--- src/rtl/phase_manager.sv ---
// phase_manager: sequences a thermometer phase-enable mask toward a requested
// active phase count, one phase per step, with a minimum dwell of whole PWM
// periods between steps. Step updates land on period boundaries; a fault input
// zeroes the mask immediately and latches until explicitly cleared.
module phase_manager #(
  parameter  int PERIOD  = 128,
  parameter  int NPHASES = 4,
  parameter  int DWELL   = 4,
  localparam int PW      = $clog2(NPHASES + 1),
  localparam int CW      = $clog2(PERIOD)
) (
  input  logic               clk,
  input  logic               rst,
  input  logic               en,
  input  logic               req_valid,
  input  logic [PW-1:0]      req_phases,
  output logic               req_ready,
  input  logic               fault,
  input  logic               fault_clr,
  output logic [CW-1:0]      tick_cnt,
  output logic               period_start,
  output logic [NPHASES-1:0] phase_en,
  output logic [PW-1:0]      active_phases,
  output logic               busy,
  output logic               fault_latched
);

  localparam int DCW = (DWELL < 1) ? 1 : $clog2(DWELL + 1);

  localparam logic [CW-1:0]  LAST_TICK = CW'(PERIOD - 1);
  localparam logic [PW-1:0]  MAX_PH    = PW'(NPHASES);
  localparam logic [DCW-1:0] DWELL_LD  = DCW'(DWELL);
  localparam logic [DCW-1:0] DCNT_ONE  = DCW'(1);

  typedef enum logic [1:0] {
    S_IDLE,
    S_STEP,
    S_DWELL,
    S_FAULT
  } state_t;

  state_t             state;
  logic [PW-1:0]      target;
  logic [DCW-1:0]     dcnt;

  logic               accept;
  logic [PW-1:0]      req_clamped;
  logic               step_up;
  logic [PW-1:0]      step_cnt;
  logic [NPHASES-1:0] step_mask;
  logic               step_done;

  assign period_start = en && (tick_cnt == LAST_TICK);
  assign req_ready    = (state == S_IDLE) && !fault;
  assign accept       = req_valid && req_ready && en;

  // Clamp an oversized request to the number of phases actually present
  always_comb begin
    req_clamped = req_phases;
    if (req_phases > MAX_PH) begin
      req_clamped = MAX_PH;
    end
  end

  // Next single step toward target: thermometer mask of the new count, so
  // exactly one bit (the top active or first inactive) changes per step
  always_comb begin
    step_up   = (target > active_phases);
    step_cnt  = step_up ? (active_phases + 1'b1) : (active_phases - 1'b1);
    step_mask = '0;
    for (int unsigned k = 0; k < NPHASES; k++) begin
      step_mask[k] = (PW'(k) < step_cnt);
    end
    step_done = (step_cnt == target);
  end

  // Tick counter plus the sequencing FSM; fault overrides everything but reset
  always_ff @(posedge clk or posedge rst) begin
    if (rst) begin
      tick_cnt      <= '0;
      state         <= S_IDLE;
      target        <= '0;
      dcnt          <= '0;
      phase_en      <= '0;
      active_phases <= '0;
      busy          <= 1'b0;
      fault_latched <= 1'b0;
    end else begin
      if (en) begin
        tick_cnt <= (tick_cnt == LAST_TICK) ? '0 : (tick_cnt + 1'b1);
      end

      if (fault) begin
        state         <= S_FAULT;
        target        <= '0;
        dcnt          <= '0;
        phase_en      <= '0;
        active_phases <= '0;
        busy          <= 1'b0;
        fault_latched <= 1'b1;
      end else begin
        case (state)
          S_IDLE: begin
            if (accept) begin
              target <= req_clamped;
              if (req_clamped != active_phases) begin
                state <= S_STEP;
                busy  <= 1'b1;
              end
            end
          end

          S_STEP: begin
            if (period_start) begin
              phase_en      <= step_mask;
              active_phases <= step_cnt;
              dcnt          <= DWELL_LD;
              if (step_done) begin
                state <= S_IDLE;
                busy  <= 1'b0;
              end else begin
                state <= S_DWELL;
              end
            end
          end

          S_DWELL: begin
            if (period_start) begin
              if (dcnt == DCNT_ONE) begin
                phase_en      <= step_mask;
                active_phases <= step_cnt;
                dcnt          <= DWELL_LD;
                if (step_done) begin
                  state <= S_IDLE;
                  busy  <= 1'b0;
                end
              end else begin
                dcnt <= dcnt - 1'b1;
              end
            end
          end

          S_FAULT: begin
            // Leaving FAULT is a state change, so it is held off while en is low
            if (en && fault_clr) begin
              state         <= S_IDLE;
              fault_latched <= 1'b0;
            end
          end

          default: begin
            state <= S_IDLE;
          end
        endcase
      end
    end
  end

endmodule

--- config.mk ---
export PLATFORM = sky130hd
export DESIGN_NAME = phase_manager
export DESIGN_NICKNAME = d
export VERILOG_FILES = /design/src/rtl/phase_manager.sv
export SDC_FILE = /design/constraint.sdc
export NUM_CORES = 1
export LEC_CHECK = 0
export CAP_MARGIN = 20
export CORE_AREA = 3 3 57 59
export DETAILED_ROUTE_END_ITERATION = 8
export DIE_AREA = 0 0 60 62
export PLACE_DENSITY = 0.73
export SLEW_MARGIN = 20
export SYNTH_ARGS = -nofsm -noshare
export SYNTH_HDL_FRONTEND = slang
export SYNTH_SLANG_ARGS = --single-unit
--- constraint.sdc ---
create_clock -name clk -period 2.9 [get_ports clk]
set_input_delay 0.58 -clock clk [delete_from_list [all_inputs] [get_ports clk]]
set_output_delay 0.58 -clock clk [all_outputs]
set_load 0.1 [all_outputs]
==> flow_metrics.env <==
export IMPL_layout_drive_gt1_share_pct=24.3
export IMPL_r2r_start="active_phases[1]"
export IMPL_critical_path_class="flop to flop"
export IMPL_end_kind="flop"
export IMPL_hold_start="phase_en[1]"
export IMPL_worstPathArrival_ps=2950
export IMPL_postLayoutCellArea_mm2=0.00176
export IMPL_drt_iter0_drc=37
export IMPL_cts_root_buf="clkbuf_4"
export IMPL_syn_area_mm2=0.00139
export IMPL_via_per_inst=5.49
export IMPL_power_share_clock_pct=10.1
export IMPL_pwr_share_seq_pct=31.1
export IMPL_syn_nets=164
export IMPL_fill_cells=242
export IMPL_clk_path_buf_depth=2
export IMPL_total_power_mw=1.54
export IMPL_p_sw_share_pct=55.0
export IMPL_postSynthCellCount=144
export IMPL_holdPathStages=1
export IMPL_ys_types=42
export IMPL_synth_top_cell_by_area="dfrtp_1"
export IMPL_synth_top_area_share_pct=41.3
export IMPL_remaining_drc_errors=0
export IMPL_wl_mm=3.01
export IMPL_num_antenna_cells=0
export IMPL_drtAntennaViolNets=0
export IMPL_core_area_mm2=0.00276
export IMPL_p_int_mw=0.692
export IMPL_critical_path_cell_chain="inv_2 > ha_1 > a211o_1 > and2_4 > fa_2 > xor2_2 > xor2_1 > and3_1 > o21ai_4 > o211ai_1 > o211ai_1"
export IMPL_start_util_pct=50.5
export IMPL_tightest_slew_ps=557
export IMPL_antenna_found_initial=0
export IMPL_track_usage_pct=18.7
export IMPL_htreeDepth=1
export IMPL_power_switching_mw=0.845
export IMPL_peakVddDrop_mv=0.910
export IMPL_post_synth_main_area_contributors="dfrtp_1 41%, ha_1 9.0%, xnor2_1 4.4%"
export IMPL_r2r_slack_ps=150
export IMPL_clock_sinks=23
export IMPL_overflow=0
export IMPL_grt_max_degree=15
export IMPL_crit_path_max_incr_delay_ps=520
export IMPL_dr_pass1_iters=4
export IMPL_vias=1141
export IMPL_ys_ff_latch=23
export IMPL_min_to="phase_en[1]"
export IMPL_start_kind="flop"
export IMPL_min_period_over_period_pct=94.7
export IMPL_ctsHoldBuffers=0
export IMPL_path_delay_family="compound AO/OA/AOI/OAI gates"
export IMPL_die_y_um=62
export IMPL_setup_viol=0
export IMPL_cp_max_fo=4
export IMPL_drv_slew=0
export IMPL_max_slew_margin_rel_pct=62.9
export IMPL_crit_path_top_delay_cell="dfrtp_4"
export IMPL_cts_made_buffers=3
export IMPL_place_gp_congestion=0.899
export IMPL_synth_edf_count=0
export IMPL_p_per_area_mw_per_mm2=875
export IMPL_syn_avg_cell_area_um2=9.68
export IMPL_dieWidth_um=60
export IMPL_seq_area_um2=582
export IMPL_route_detailed_wl_per_inst_um=14.5
export IMPL_cp_required_ps=3100
export IMPL_hpwl_mm=2.29
export IMPL_ys_flop_type="dfrtp_1"
export IMPL_grt_pass1_wl_mm=5.25
export IMPL_cts_tree="done"
export IMPL_io_pins=27
export IMPL_grt_pass1_vias=1230
export IMPL_design_die_area_mm2=0.00372
export IMPL_drv_cap=0
export IMPL_ys_warnings_count=0
export IMPL_timing_rr_end="busy"
export IMPL_period_needed_ps=2750
export IMPL_clk_pin_slew_ps=140
export IMPL_async_flop_share_pct=100
export IMPL_hold_worst_slack_ps=503
export IMPL_fmax_mhz=364
export IMPL_crit_top_cell="o211ai_1"
export IMPL_power_frac_comb_pct=58.8
export IMPL_post_route_util_pct=63.7
export IMPL_outcome="finished clean"
export IMPL_rows=19
export IMPL_dpl_cell_area_mm2=0.00170
export IMPL_worst_path_buf_inv=1
export IMPL_clock_latency_ps=320
export IMPL_r2r_cells=11
export IMPL_multi_input_area_um2=773
export IMPL_skew_ps=6.71
export IMPL_power_leakage_nw=0.780
export IMPL_synth_seq_area_share_pct=41.3
export IMPL_finalHoldViolCount=0
export IMPL_port_buffers=26
export IMPL_min_path_type="flop to flop"
export IMPL_area_growth_syn_to_layout_pct=25.9
export IMPL_fin_nets=198
per-layer routing:
metal  up-vias  wire length, um  GRT usage (%)
li1        564                -              -
met1       538             1340           23.1
met2        30             1500           31.9
met3         9              115           3.51
met4         0               51           8.23
met5         -                0              0
worst max-delay path by stage:
stage / start / to / cells after the start
3_3_place_gp: active_phases[1] / busy / 11
6_report: active_phases[1] / busy / 11
3_5_place_dp: active_phases[1] / state[1] / 11
2_1_floorplan: tick_cnt[0] / state[1] / 7
5_1_grt: active_phases[1] / busy / 11
4_1_cts: active_phases[1] / state[1] / 11
cells in the mapped netlist, drive strengths merged, types with 2 or more instances:
cell and n:
nand3 5, nor3b 2, nand4 3, dfrtp 23
buf 2, a31oi 3, o21ai 9, nor2 13
mux2i 2, a21o 2, a21oi 8, inv 13
xor2 5, nand2b 2, ha 10, nand2 13
nor2b 2, xnor2 7, o211ai 2
through the flow:
step                setup TNS, ps  worst slack, ps  instances
global route                -27.4            -14.7        208
floorplan                       0             3.52        144
finish                          0              155        208
global placement                0              173        202
CTS                             0             11.5        206
detailed placement              0             29.6        202
worst register-to-register path, delay by kind of cell (launching register included):
family	cells	cell delay, ps
XOR/XNOR	2	390
buffers and inverters	1	80
flip-flops	1	520
adder cells (fa/ha/maj)	2	590
AND/OR/NAND/NOR	2	390
AO/OA/AOI/OAI	4	670
layout make-up:
class / instances / area share, %
clock buffers: 3 / 1.28
multi-input cells: 105 / 44.0
repair buffers: 32 / 16.3
well taps: 31 / 2.21
flip-flops and latches: 23 / 33.1
clock inverters: 1 / 0.285
inverters: 13 / 2.78
power by group through the flow:
stage	Combinational [mW]	Clock, mW	Sequential (mW)
after floorplan	0.297	0	0.883
after global placement	0.879	0	0.481
after detailed placement	0.896	0	0.483
after CTS	0.895	0.162	0.479
after global routing	0.966	0.174	0.494
final	0.904	0.155	0.478
cells by family after synthesis:
family	count (synthesis)	share of synthesized area [%]
flip-flops	23	41.3
multiplexers	3	2.24
XOR/XNOR	12	7.54
adder cells (fa/ha/maj)	11	10.4
AND/OR/NAND/NOR	47	18.8
buffers and inverters	16	5.12
AO/OA/AOI/OAI	32	14.6
layout by cell type (no fill, tap or decap), types with 2 or more instances in the layout:
cell,instances
nand2_1,13
o211ai_1,2
dfrtp_1,20
a31oi_1,3
o21ai_0,5
a21oi_1,7
buf_12,2
buf_4,22
o21ai_1,3
nand4_1,2
clkdlybuf4s50_1,8
ha_1,10
mux2i_1,2
nor3b_1,2
nand2b_1,2
inv_1,12
clkbuf_4,3
xnor2_1,7
a21o_1,2
nand3_1,5
xor2_1,4
nor2_1,12
dfrtp_2,2
flip-flops by register name (all words and copies together), names as in the netlist:
signal	flops
tick_cnt	7
target	3
active_phases	2
phase_en	4
fault_latched	1
state	2
busy	1
dcnt	3
timing repair:
| item | 4_1_cts | 5_1_grt |
|---|---|---|
| endpoints found under the setup margin | 0 | 3 |
| setup buffers | 0 | 2 |
| resized for setup | 0 | 4 |
(Power assumes the default switching activity.)
